`src/rtl/cpu_sequencer_if.sv`:
```
// Control/status bundle between the sequencer and its instruction/data memories.
interface cpu_sequencer_if;
  logic       Start;
  logic [2:0] Opcode;
  logic [4:0] Address;
  logic       Zero;
  logic [4:0] Program_counter;
  logic       Mem_rd;
  logic       Mem_wr;
  logic       Acc_load;
  logic [1:0] Alu_sel;
  logic       Halted;
  logic [7:0] Retired;

  modport master (
    input  Start, Opcode, Address, Zero,
    output Program_counter, Mem_rd, Mem_wr, Acc_load, Alu_sel, Halted, Retired
  );

  modport slave (
    output Start, Opcode, Address, Zero,
    input  Program_counter, Mem_rd, Mem_wr, Acc_load, Alu_sel, Halted, Retired
  );
endinterface

```
`src/rtl/cpu_sequencer.sv`:
```
// Multi-cycle accumulator CPU control sequencer: IDLE/FETCH/DECODE/EXEC/WB/HALT.
// Strobes decode combinationally from state + IR so an async reset drops them at once.
module cpu_sequencer #(
  parameter logic [4:0] RESET_PC   = 5'd0,
  parameter bit         AUTO_START = 1'b0
) (
  input  logic           Clk,
  input  logic           Reset,
  cpu_sequencer_if.master bus
);

  typedef enum logic [2:0] {
    S_IDLE, S_FETCH, S_DECODE, S_EXEC, S_WB, S_HALT
  } state_t;

  localparam logic [2:0] OP_HLT = 3'b000;
  localparam logic [2:0] OP_SKZ = 3'b001;
  localparam logic [2:0] OP_ADD = 3'b010;
  localparam logic [2:0] OP_AND = 3'b011;
  localparam logic [2:0] OP_XOR = 3'b100;
  localparam logic [2:0] OP_LDA = 3'b101;
  localparam logic [2:0] OP_STO = 3'b110;
  localparam logic [2:0] OP_JMP = 3'b111;

  state_t     r_state, w_next;
  logic [4:0] r_pc, w_pc_next;
  logic [2:0] r_ir_op;
  logic [4:0] r_ir_addr;
  logic [7:0] r_retired;
  logic       w_ir_ld, w_retire, w_acc_op;
  logic       w_mem_rd, w_mem_wr, w_acc_load, w_halted;
  logic [1:0] w_alu_sel, w_alu_code;
  logic       w_ir_addr_unused;

  // Operand address is held for the external data-memory port, not used here.
  assign w_ir_addr_unused = ^r_ir_addr;

  always_ff @(posedge Clk or posedge Reset) begin
    if (Reset) r_state <= S_IDLE;
    else       r_state <= w_next;
  end

  always_ff @(posedge Clk or posedge Reset) begin
    if (Reset) begin
      r_pc      <= RESET_PC;
      r_ir_op   <= 3'b000;
      r_ir_addr <= 5'd0;
      r_retired <= 8'd0;
    end else begin
      r_pc <= w_pc_next;
      if (w_ir_ld) begin
        r_ir_op   <= bus.Opcode;
        r_ir_addr <= bus.Address;
      end
      if (w_retire && (r_retired != 8'hFF)) r_retired <= r_retired + 8'd1;
    end
  end

  always_comb begin
    w_acc_op   = 1'b0;
    w_alu_code = 2'b00;
    case (r_ir_op)
      OP_ADD: begin w_acc_op = 1'b1; w_alu_code = 2'b00; end
      OP_AND: begin w_acc_op = 1'b1; w_alu_code = 2'b01; end
      OP_XOR: begin w_acc_op = 1'b1; w_alu_code = 2'b10; end
      OP_LDA: begin w_acc_op = 1'b1; w_alu_code = 2'b11; end
      default: ;
    endcase
  end

  always_comb begin
    w_next     = r_state;
    w_pc_next  = r_pc;
    w_ir_ld    = 1'b0;
    w_retire   = 1'b0;
    w_mem_rd   = 1'b0;
    w_mem_wr   = 1'b0;
    w_acc_load = 1'b0;
    w_alu_sel  = 2'b00;
    w_halted   = 1'b0;
    case (r_state)
      S_IDLE:  if (bus.Start || AUTO_START) w_next = S_FETCH;
      S_FETCH: w_next = S_DECODE;
      S_DECODE: begin
        // Branch decisions use the live opcode; later strobes use the IR copy.
        w_ir_ld = 1'b1;
        case (bus.Opcode)
          OP_HLT: begin w_next = S_HALT; w_retire = 1'b1; end
          OP_JMP: begin w_next = S_FETCH; w_retire = 1'b1; w_pc_next = bus.Address; end
          OP_SKZ: begin
            w_next    = S_FETCH;
            w_retire  = 1'b1;
            w_pc_next = r_pc + (bus.Zero ? 5'd2 : 5'd1);
          end
          default: w_next = S_EXEC;
        endcase
      end
      S_EXEC: begin
        w_mem_rd = w_acc_op;
        w_mem_wr = (r_ir_op == OP_STO);
        w_next   = S_WB;
      end
      S_WB: begin
        w_acc_load = w_acc_op;
        w_alu_sel  = w_acc_op ? w_alu_code : 2'b00;
        w_pc_next  = r_pc + 5'd1;
        w_retire   = 1'b1;
        w_next     = S_FETCH;
      end
      S_HALT: begin
        w_halted = 1'b1;
        if (bus.Start) begin
          w_next    = S_FETCH;
          w_pc_next = r_pc + 5'd1;
        end
      end
      default: w_next = S_IDLE;
    endcase
  end

  assign bus.Program_counter = r_pc;
  assign bus.Mem_rd          = w_mem_rd;
  assign bus.Mem_wr          = w_mem_wr;
  assign bus.Acc_load        = w_acc_load;
  assign bus.Alu_sel         = w_alu_sel;
  assign bus.Halted          = w_halted;
  assign bus.Retired         = r_retired;

endmodule

```
`src/flat_wrapper.sv`:
```
// flat-port wrapper written by rule: the top's interface ports become plain ports
module cpu_sequencer_flat 
#(
  parameter logic [4:0] RESET_PC   = 5'd0,
  parameter bit         AUTO_START = 1'b0
)
  (Clk, Reset, bus_Start, bus_Opcode, bus_Address, bus_Zero, bus_Program_counter, bus_Mem_rd, bus_Mem_wr, bus_Acc_load, bus_Alu_sel, bus_Halted, bus_Retired);
  cpu_sequencer_if bus_i ();
  input  logic Clk;
  input  logic Reset;
  input wire logic [$bits(bus_i.Start)-1:0] bus_Start;
  input wire logic [$bits(bus_i.Opcode)-1:0] bus_Opcode;
  input wire logic [$bits(bus_i.Address)-1:0] bus_Address;
  input wire logic [$bits(bus_i.Zero)-1:0] bus_Zero;
  output wire logic [$bits(bus_i.Program_counter)-1:0] bus_Program_counter;
  output wire logic [$bits(bus_i.Mem_rd)-1:0] bus_Mem_rd;
  output wire logic [$bits(bus_i.Mem_wr)-1:0] bus_Mem_wr;
  output wire logic [$bits(bus_i.Acc_load)-1:0] bus_Acc_load;
  output wire logic [$bits(bus_i.Alu_sel)-1:0] bus_Alu_sel;
  output wire logic [$bits(bus_i.Halted)-1:0] bus_Halted;
  output wire logic [$bits(bus_i.Retired)-1:0] bus_Retired;
  assign bus_i.Start = bus_Start;
  assign bus_i.Opcode = bus_Opcode;
  assign bus_i.Address = bus_Address;
  assign bus_i.Zero = bus_Zero;
  assign bus_Program_counter = bus_i.Program_counter;
  assign bus_Mem_rd = bus_i.Mem_rd;
  assign bus_Mem_wr = bus_i.Mem_wr;
  assign bus_Acc_load = bus_i.Acc_load;
  assign bus_Alu_sel = bus_i.Alu_sel;
  assign bus_Halted = bus_i.Halted;
  assign bus_Retired = bus_i.Retired;
  cpu_sequencer #(.RESET_PC(RESET_PC), .AUTO_START(AUTO_START)) u_core (.Clk(Clk), .Reset(Reset), .bus(bus_i));
endmodule
```
`config.mk`:
```
export PLATFORM = sky130hd
export DESIGN_NAME = cpu_sequencer_flat
export DESIGN_NICKNAME = d
export VERILOG_FILES = /design/src/rtl/cpu_sequencer_if.sv /design/src/rtl/cpu_sequencer.sv /design/src/flat_wrapper.sv
export SDC_FILE = /design/constraint.sdc
export NUM_CORES = 1
export LEC_CHECK = 0
export ABC_AREA = 0
export CORE_ASPECT_RATIO = 0.75
export CORE_MARGIN = 3
export CORE_UTILIZATION = 49
export CTS_CLUSTER_SIZE = 14
export DETAILED_ROUTE_END_ITERATION = 8
export GPL_ROUTABILITY_DRIVEN = 0
export PLACE_DENSITY = 0.79
export SLEW_MARGIN = 20
export SYNTH_ARGS = -nofsm -noshare
export SYNTH_HDL_FRONTEND = slang
export SYNTH_SLANG_ARGS = --single-unit
```
`constraint.sdc`:
```
create_clock -name Clk -period 2.3 [get_ports Clk]
set_input_delay 0.345 -clock Clk [delete_from_list [all_inputs] [get_ports Clk]]
set_output_delay 0.345 -clock Clk [all_outputs]
set_load 0.1 [all_outputs]
```
**Word level (Yosys, flattened, before mapping)**

Cells that the tools add are included.

- Mux-type cells: 18
- Add/subtract/negate cells: 3
- Equal/unequal tests: 16
- Reduce and logical (&&, ||, !) cells: 9

Operators by type and width:

| cell | count |
|---|---|
| $eq A3 B3 Y1 const B | 6 |
| $pmux W3 S5 | 1 |
| $pmux W5 S3 | 1 |
| $eq A3 B2 Y1 const B | 4 |
| $pmux W5 S2 | 1 |
| $add A8 B1 Y8 const B | 1 |
| $ne A8 B8 Y1 const B | 1 |
| $mux W1 | 7 |
| $eq A3 B1 Y1 const B | 2 |
| $logic_not A3 Y1 | 2 |
| $mux W2 | 3 |
| $pmux W2 S3 | 1 |
| $pmux W3 S2 | 1 |
| $add A5 B1 Y5 const B | 1 |
| $add A5 B5 Y5 | 1 |
| $mux W5 | 1 |
| $reduce_or A2 Y1 | 2 |
| $reduce_or A4 Y1 | 1 |
| $mux W3 | 1 |
| $ne A3 B1 Y1 const B | 1 |
| $reduce_and A3 Y1 | 1 |
| $reduce_bool A3 Y1 | 1 |
| $reduce_or A3 Y1 | 1 |
| $ne A2 B1 Y1 const B | 1 |
| other kinds (3) | 3 |

- Output and inout bits: 19
- Input bits: 12
- Bits in registers: 19
- Word-level logic and storage cells: 50

**Longest topological paths before layout**

Gate-level depths: netlist of the first run.

- Depth after elaboration: 5
- Depth in mapped cells: 8
- Gate-level depth less buffers: 8

**Least setup slack after synthesis of the first run**

No wires, ideal clock.

- Path kind: register to output
- From: reg u_core.r_state[1]
- To: out bus_Alu_sel[1]
- Arrival time: 3883 ps
- Setup slack: -1928 ps
- Required time: 1955 ps
- Buffers on the path: 2
- Cell stages (with the launch flop): 5
- Path through: dfrtp_1 > buf_6 > nand2b_4 > buf_6 > nor4b_1

- Longest elaborated chain between the ends: 2

Ends and longest elaborated chain:

| element | RTL line | source |
|---|---|---|
| start: declaration | cpu_sequencer.sv:25 | `state_t r_state, w_next;` |
| start signal: assignment | cpu_sequencer.sv:40 | `else r_state <= w_next;` |
| $eq A3 B3 Y1 | cpu_sequencer.sv:81 | `case (r_state)` |
| $mux W2 | cpu_sequencer.sv:81 |  |
| end: declaration | flat_wrapper.sv:19 | `output wire logic [$bits(bus_i.Alu_sel)-1:0] bus_Alu_sel;` |

No other way between the ends.

**Final worst setup path of the first run**

- From: reg u_core.r_state[2]
- To: out bus_Halted

- Longest elaborated chain between the ends: 2

Ends and longest elaborated chain:

| element | RTL line | source |
|---|---|---|
| $eq A3 B3 Y1 | cpu_sequencer.sv:81 |  |
| $mux W1 | cpu_sequencer.sv:81 |  |
| end: declaration | flat_wrapper.sv:20 | `output wire logic [$bits(bus_i.Halted)-1:0] bus_Halted;` |

No other way between the ends.

==> results.md, run 1 <==
- HPWL after detailed placement: 2320 µm
- Starting density of the core: 53.96%
- Final-report hold violation count: 0
- Fin Clk Skew: 0.002958 ns
- Ys async rst share: 100.0%
- Endpoints failing setup: 0
- Die Ht: 50.55 µm
- Residual DRC: 0
- Post-Layout Cell Count: 196
- Hold buffer count at cts: 0
- Reg area: 478.0 µm²
- RSZ-0062 raised after global routing: false
- Post-CTS resize count: 0
- Maxcap violations: 0
- DRT antenna net count: 0
- R2R depth: 7
- ANT cells: 0
- First-pass GRT wire length: 5195 µm
- Root Buffer: clkbuf_4
- Max-slew violations: 0
- Syn_area_per_cell: 10.13 µm²
- Via density per instance: 5.786
- CP endpoint kind: output port
- Crit Path Category: flop to output port
- # H-tree levels: 1
- Total track usage: 20.58%
- WL met3: 226 µm
- DRT iter0 DRCs: 59
- CTS Buf Count: 3
- Port Buffers: 30
- Area occupied by multi-input gates: 799.5 µm²
- Core area: 2402 µm²
- Worst-margin pin slew: 0.7397 ns
- Clock Pin Slew Worst Setup and Hold Paths: 0.11 ns
- Dpl cells: 192
- Seq/Total Area, Yosys: 36.68%
- Vias in the first global route: 1120
- Final TNS setup: 0 ns
- Pwr dens: 1446 nW/µm²
- Met1 WL: 1393 µm
- Vias: 1134
- HP Class: input port to asynchronous set/reset pin
- Top sig layer: met4
- Area of the mapped netlist: 1296 µm²
- Final Net Count: 180
- Deepest clock path buffer count: 2
- Rel. slew slack: 50.69%
- Critical path startpoint category: flop
- Number of synthesized register bits: 19
- DRT Pass-1 Iters: 4
- Post-synth top area share: 36.68%
- WP data required: 1.96 ns
- Detailed-route wire length per cell: 15.46 µm
- TritonCTS clock tree: built
- Unique masters post-synth: 47
- Io pins: 31
- Initial antenna violation count: 0
- Most area-consuming cells after synthesis: dfrtp_1 (37%), xnor2_1 (6.1%), ha_1 (3.9%)
- Synth Net Count: 145
- Final Power: 2.519 mW
- Grt total ovfl: 0
- Leakage: 0.7457 nW
- Finished Core Util: 72.50%
- Area Growth Syn to Fin: 34.36%
- Routed WL: 3030 µm
- Setup repair bufs after CTS: 0
- Min Tclk post-route: 2.063 ns
- CP arrival: 1.72 ns
- Fin crit share: 89.72%
- Post-synth EDFFs: 0
- Die ar.: 3305 µm²
- CTS sink cnt: 19
- Area leader, netlist: dfrtp_1
- Maximum vdd drop: 0.6819 mV
- Pin count of the biggest net entering global routing: 20
- Fill count: 194
- Clk Latency, worst-skew pair: 0.30 ns
- Outcome: complete, no violations
- Synth warn: 0
- Maximum fanout along the worst path: 9
- Die W: 65.39 µm
- Synth Flop Type: dfrtp_1
- F_max: 484.6 MHz
- Post-Syn Instances: 128
- Site row count: 15
- Share of cells above drive strength 1: 28.40%
- DR WL met2: 1401 µm
==> per-layer routing <==
metal	track usage (%)	vias up
met1	27.20	548
li1	-	545
met3	6.488	2
met4	5.172	0
met2	32.77	39
met5	0	-
==> layout by cell type, fill, tap and decap left out, types with 3 or more instances in the layout <==
| cell type | synthesis | final |
|---|---|---|
| clkdlybuf4s50_1 | 0 | 11 |
| o31ai_1 | 3 | 3 |
| dfrtp_1 | 19 | 17 |
| nand2_1 | 5 | 5 |
| nand2b_1 | 3 | 3 |
| buf_12 | 0 | 6 |
| ha_1 | 4 | 4 |
| a21oi_1 | 4 | 4 |
| clkbuf_4 | 0 | 3 |
| buf_4 | 1 | 20 |
| a211oi_1 | 4 | 4 |
| nand4_1 | 3 | 3 |
| xnor2_1 | 9 | 9 |
| mux2_2 | 3 | 3 |
| nand3_1 | 7 | 7 |
| nor2_1 | 9 | 8 |
| inv_1 | 4 | 4 |
| and3_1 | 4 | 4 |
==> worst paths after layout <==
check,start,end,slack (ns)
hold / removal,Reset,u_core.r_state[0],0.46
hold reg to reg,u_core.bus.Retired[5],u_core.bus.Retired[5],0.51
setup reg to reg,u_core.bus.Program_counter[0],u_core.bus.Program_counter[4],0.38
min in group Clk,u_core.bus.Retired[5],u_core.bus.Retired[5],0.51
max in group asynchronous,Reset,u_core.bus.Program_counter[0],1.34
setup / recovery,u_core.r_state[2],bus_Halted,0.24
==> kinds of logic after synthesis <==
group	count (synthesis)	synth area share (%)
AOI/OAI and AO/OA	25	16.99
muxes	4	3.764
xor gates and xnor gates	10	6.757
and+or+nand+nor	54	25.48
DFF	19	36.68
buffers and inverters	11	4.922
adders and majority gates	5	5.406
==> through the flow <==
| stage | setup slack [ns] | hold slack [ns] | instance area [µm²] |
|---|---|---|---|
| global placement | 0.03140 | 0.4807 | 1715 |
| finish | 0.2366 | 0.4573 | 1742 |
| global route | 0.1111 | 0.5299 | 1742 |
| detailed placement | -0.006757 | 0.4900 | 1715 |
| floorplan | -0.04460 | 0.2960 | 1343 |
| CTS | 0.2282 | 0.4803 | 1742 |
==> synthesized netlist by cell type, drive strengths merged (2+ instances only) <==
cell type and number:
buf 6, and2 3, nor2b 2, ha 4
and4 2, and3 4, a21oi 4, nor3b 2
nand2 6, nand2b 4, nand4 3, dfrtp 19
xnor2 9, o31ai 3, nor3 3, nor4 2
a211oi 4, nor2 9, nand3b 2, a21o 2
a211o 2, nand3 7, inv 4, mux2 4
o22a 2
==> power breakdown <==
part           internal, mW  switching [mW]
Clock                0.0675           0.103
Combinational         0.549            1.10
Sequential            0.464           0.239
Total                  1.08            1.44
==> cell type report <==
type                    instances  area share (%)
inverters                       4          0.8621
well taps                      34           2.443
repair buffers                 37           21.84
flip-flops and latches         19           27.44
clock buffers                   4           1.509
multi-input cells              98           45.91
==> sequential cells by signal, summed over array words and instances (netlist names) <==
signal,flops
u_core.bus.Program_counter,5
u_core.bus.Retired,8
u_core.r_state,3
u_core.r_ir_op,3
==> worst max-delay path: stages (launching register included) <==
cell	delay, ns
dfrtp_1	0.61
nor2b_1	0.24
buf_4	0.20
and2_1	0.19
buf_12	0.18
(Power assumes the default switching activity.)
==> inputs of run 2 (changes only) <==
--- a/config.mk
+++ b/config.mk
@@ -6,13 +6,11 @@
 export NUM_CORES = 1
 export LEC_CHECK = 0
 export ABC_AREA = 0
-export CORE_ASPECT_RATIO = 0.75
 export CORE_MARGIN = 3
-export CORE_UTILIZATION = 49
-export CTS_CLUSTER_SIZE = 14
+export CORE_UTILIZATION = 45
 export DETAILED_ROUTE_END_ITERATION = 8
 export GPL_ROUTABILITY_DRIVEN = 0
-export PLACE_DENSITY = 0.79
+export PLACE_DENSITY = 0.73
 export SLEW_MARGIN = 20
 export SYNTH_ARGS = -nofsm -noshare
 export SYNTH_HDL_FRONTEND = slang
==> run 2 against run 1 <==
  * Final cell count decreased by 2.6%
  * Non-clock buffer count shrank 1
  * Fmax grew 0.93%
  * Via count decreased by 2.1%
  * Critical path type unchanged
  * Largest cell class unchanged
==> results.md, run 2 (synthesis gave the netlist of run 1 again) <==
- HPWL after detailed placement: 2364 µm
- Dpl cells: 187
- Slack of the worst reg-to-reg path: 0.42 ns
- Residual DRC: 0
- Worst Setup SP: u_core.r_state[2]
- Clock Pin Slew Worst Setup and Hold Paths: 0.11 ns
- CTS Buf Count: 3
- Fin crit share: 88.89%
- Area Growth Syn to Fin: 33.40%
- DRT antenna net count: 0
- Vias: 1110
- Most frequent cells in the layout: buf_4 (19), dfrtp_1 (17), clkdlybuf4s50_1 (11)
- CP endpoint kind: output port
- Final-report hold violation count: 0
- Starting density of the core: 49.62%
- Initial antenna violation count: 0
- WP data required: 1.96 ns
- Io pins: 31
- F_max: 489.1 MHz
- Vias in the first global route: 1152
- Site row count: 18
- Final Power: 2.505 mW
- Slowest stage cell, crit path: dfrtp_1
- Detailed-route wire length per cell: 16.01 µm
- Dpl ws: -0.01929 ns
- Die Ht: 59.67 µm
- CP arrival: 1.70 ns
- Critical Path Max Stage Delay: 0.60 ns
- Maximum vdd drop: 1.030 mV
- Outcome: complete, no violations
- Top delay family on crit path: flip-flops
- Pwr dens: 1448 nW/µm²
- Root Buffer: clkbuf_4
- Maxcap violations: 0
- Placed cell areas: 1703 µm²
- CTS sink cnt: 19
- Commonest non-fill, non-tap cell in the layout: buf_4
- HP Class: input port to asynchronous set/reset pin
- Final Instance Area: 1729 µm²
- PnR worst setup slack: 0.2555 ns
- Post-Layout Cell Count: 191
- Final Net Count: 179
- DRT Pass-1 Iters: 4
- First-pass GRT wire length: 4988 µm
- Critical path startpoint category: flop
- Die ar.: 3561 µm²
- Worst-margin pin slew: 0.7389 ns
- DRT iter0 DRCs: 27
- Number of flip-flops in the largest register: 8
- Crit Path Category: flop to output port
- Leakage: 0.7403 nW
- Deepest clock path buffer count: 2
- # H-tree levels: 1
- Total track usage: 18.31%
- Crit path buffers/inverters: 2
- Max-slew violations: 0
- Maximum fanout along the worst path: 9
- ANT cells: 0
- Rel. slew slack: 50.69%
- Post-CTS resize count: 0
- Crit-path cells: nor2b_1 -> buf_4 -> and2_1 -> buf_12
- Core area: 2613 µm²
- Share of cells above drive strength 1: 27.95%
- Via density per instance: 5.812
- Clk Latency, worst-skew pair: 0.30 ns
- Fin Clk Skew: 0.0009127 ns
- Hold buffer count at cts: 0
- Final TNS setup: 0 ns
- Pin count of the biggest net entering global routing: 20
- TritonCTS clock tree: built
- Routed WL: 3057 µm
- Die W: 59.67 µm
- Grt total ovfl: 0
- Port Buffers: 30
- Setup repair bufs after CTS: 0
- Endpoints failing setup: 0
- Min Tclk post-route: 2.045 ns
- RSZ-0062 raised after global routing: false
- FF-to-FF Start: u_core.bus.Program_counter[0]
## run 2: through the flow
stage               hold slack [ns]  util [%]
finish                       0.4606     66.19
global route                 0.5255     66.19
CTS                          0.4891     66.19
detailed placement           0.5098     65.18
global placement             0.4955     65.18
floorplan                    0.2960         -
## run 2: routing by layer
| metal | GRT usage, % | wire length [µm] | up-vias |
|---|---|---|---|
| li1 | - | - | 538 |
| met4 | 8.228 | 50 | 0 |
| met5 | 0 | 0 | - |
| met2 | 31.02 | 1492 | 25 |
| met3 | 2.592 | 109 | 6 |
| met1 | 22.90 | 1405 | 541 |
## run 2: path summary, 6_finish.rpt
check                                                      to  depth (start not counted)
worst min-delay path                    u_core.bus.Retired[2]                          2
max in group asynchronous       u_core.bus.Program_counter[1]                          2
min in group Clk                        u_core.bus.Retired[4]                          1
worst max register to register  u_core.bus.Program_counter[4]                          7
worst max-delay path                               bus_Halted                          4
worst min register to register          u_core.bus.Retired[4]                          1
## run 2: area by class of cell
class,instances,area [µm²]
tap,30,37.54
sequential,19,478.0
fill,228,883.3
timing repair buffer,36,372.9
clock buffer,4,26.28
multi-input combinational,98,799.5
inverter,4,15.01
## run 2: where the power goes
| part | internal (mW) | total [mW] | switching (mW) |
|---|---|---|---|
| registers | 0.464 | 0.693 | 0.229 |
| logic | 0.545 | 1.64 | 1.09 |
| clock network | 0.0676 | 0.175 | 0.108 |
| total | 1.08 | 2.50 | 1.43 |
==> inputs of run 3 (changes only) <==
--- a/config.mk
+++ b/config.mk
@@ -8,6 +8,7 @@
 export ABC_AREA = 0
 export CORE_MARGIN = 3
 export CORE_UTILIZATION = 45
+export CTS_BUF_LIST = sky130_fd_sc_hd__clkbuf_16
 export DETAILED_ROUTE_END_ITERATION = 8
 export GPL_ROUTABILITY_DRIVEN = 0
 export PLACE_DENSITY = 0.73
==> run 3 against run 2 <==
  * Global-route usage is 0.18 points higher
  * First-iteration DRC count is 110% higher
  * Critical path type is now input port to flop
  * Hold slack better by 0.057 ns
  * Clock-buffer cell count decreased by 1
==> results.md, run 3 (synthesis gave the netlist of run 1 again) <==
- Die W: 59.67 µm
- Die Ht: 59.67 µm
- Initial antenna violation count: 0
- Post-Layout Cell Count: 191
- DRT antenna net count: 0
- # H-tree levels: 1
- Vias: 1100
- Outcome: complete, no violations
- Min Tclk post-route: 2.073 ns
- GR peak layer: met2
- Leakage: 0.7677 nW
- Core area: 2613 µm²
- Fin crit share: 90.12%
- Dpl cells: 187
- Final TNS setup: 0 ns
- Fill count: 217
- Endpoints failing setup: 0
- Pin count of the biggest net entering global routing: 20
- Share of cells above drive strength 1: 27.95%
- FF-to-FF Start: u_core.bus.Program_counter[0]
- Crit path buffers/inverters: 3
- Site row count: 18
- Crit Path Category: input port to flop
- Critical path startpoint category: input port
- Fin Clk Skew: 0.002321 ns
- Post-CTS resize count: 0
- Hold buffer count at cts: 0
- Routed WL: 3094 µm
- Global-route met3 utilization: 3.024%
- HPWL after detailed placement: 2364 µm
- F_max: 482.4 MHz
- Slack of the worst reg-to-reg path: 0.43 ns
- CTS Buf Count: 3
- Maximum fanout along the worst path: 2
- GR Layer Usage met2: 30.56%
- Clock Pin Slew Worst Setup and Hold Paths: 0.05 ns
- HP Class: input port to asynchronous set/reset pin
- Final-report hold violation count: 0
- Die ar.: 3561 µm²
- Final Net Count: 179
- Setup repair bufs after CTS: 0
- Io pins: 31
- ANT cells: 0
- CTS sink cnt: 19
- Detailed-route wire length per cell: 16.20 µm
- Number of flip-flops in the largest register: 8
- Via density per instance: 5.759
- Port Buffers: 30
- Critical path depth: 9
- Met1 usage: 23.71%
- RSZ-0062 raised after global routing: false
- Critical Path Max Stage Delay: 0.42 ns
- TritonCTS clock tree: built
- Rel. slew slack: 52.09%
- Most frequent cells in the layout: buf_4 (19), dfrtp_1 (17), clkdlybuf4s50_1 (11)
- Commonest non-fill, non-tap cell in the layout: buf_4
- WP data required: 2.43 ns
- CP arrival: 2.21 ns
- Worst-margin pin slew: 0.7179 ns
- DRT iter0 DRCs: 57
- Maxcap violations: 0
- Starting density of the core: 49.62%
- Slowest stage cell, crit path: clkdlybuf4s50_1
- Most used cell, CP: inv_1
- Grt total ovfl: 0
- Area Growth Syn to Fin: 37.45%
- CP endpoint kind: flop
- DRT Pass-1 Iters: 4
- Crit-path cells: clkdlybuf4s50_1 -> inv_1 -> ha_1 -> inv_1 -> fa_1 -> nand3b_1 -> xor2_1 -> a211oi_1 -> a211o_1
- Total track usage: 18.49%
- Terminus of the critical flop-to-flop path: u_core.bus.Program_counter[4]
- R2R depth: 7
- Clk Latency, worst-skew pair: 0.25 ns
- Deepest clock path buffer count: 2
- Pwr dens: 1510 nW/µm²
- Root Buffer: clkbuf_16
- Maximum vdd drop: 1.128 mV
- Residual DRC: 0
- Dpl ws: -0.01929 ns
- Vias in the first global route: 1126
- Max-slew violations: 0
- PnR worst setup slack: 0.2271 ns
- Top delay family on crit path: buffers and inverters
- First-pass GRT wire length: 5002 µm
## run 3: cell types whose count changed in the layout (fill, tap and decap cells not counted), sizes merged
cell / previous run / this run
inv: 4 / 5
clkbuf: 4 / 3
## run 3: per-layer routing
metal / routed length (µm) / up-vias / part of all wire, %
met4: 58 / 0 / 1.9
met3: 110 / 7 / 3.6
met1: 1402 / 534 / 45
met5: 0 / - / 0
met2: 1523 / 22 / 49
li1: - / 537 / -
## run 3: worst max-delay path by stage
stage / from / endpoint / slack (ns)
after floorplan: u_core.r_state[1] / bus_Alu_sel[0] / -0.04
after global placement: bus_Zero / u_core.bus.Program_counter[4] / 0.06
after detailed placement: bus_Zero / u_core.bus.Program_counter[4] / -0.02
after CTS: bus_Zero / u_core.bus.Program_counter[4] / 0.22
after global routing: bus_Zero / u_core.bus.Program_counter[4] / 0.11
final: bus_Zero / u_core.bus.Program_counter[4] / 0.23
## run 3: through the flow
step                      total power, mW  hold slack [ns]  utilization, %  cell area (µm²)
after floorplan                     1.958           0.2960               -             1343
after global placement              2.294           0.4955           65.18             1703
after detailed placement            2.344           0.5098           65.18             1703
after CTS                           2.710           0.5258           68.20             1782
after global routing                2.821           0.5436           68.20             1782
final                               2.690           0.5175           68.20             1782
## run 3: layout make-up
class | count | area (µm²) | share of cell area (%)
multi-input combinational | 98 | 799.5 | 44.87
clock inverter | 1 | 3.754 | 0.2107
inverter | 4 | 15.01 | 0.8427
sequential | 19 | 478.0 | 26.83
clock buffer | 3 | 75.07 | 4.213
timing repair buffer | 36 | 372.9 | 20.93
tap | 30 | 37.54 | 2.107
## run 3: power breakdown
part | leakage (nW) | switching (mW) | internal (mW)
sequential | 0.237 | 0.231 | 0.466
combinational | 0.489 | 1.10 | 0.545
clock | 0.0423 | 0.120 | 0.231
## run 3: worst reg2reg max path: stages (launching register included)
cell and delay, ns:
dfrtp_2 0.41, ha_1 0.20, inv_1 0.06, fa_1 0.37
nand3b_1 0.18, xor2_1 0.15, a211oi_1 0.10, a211o_1 0.27
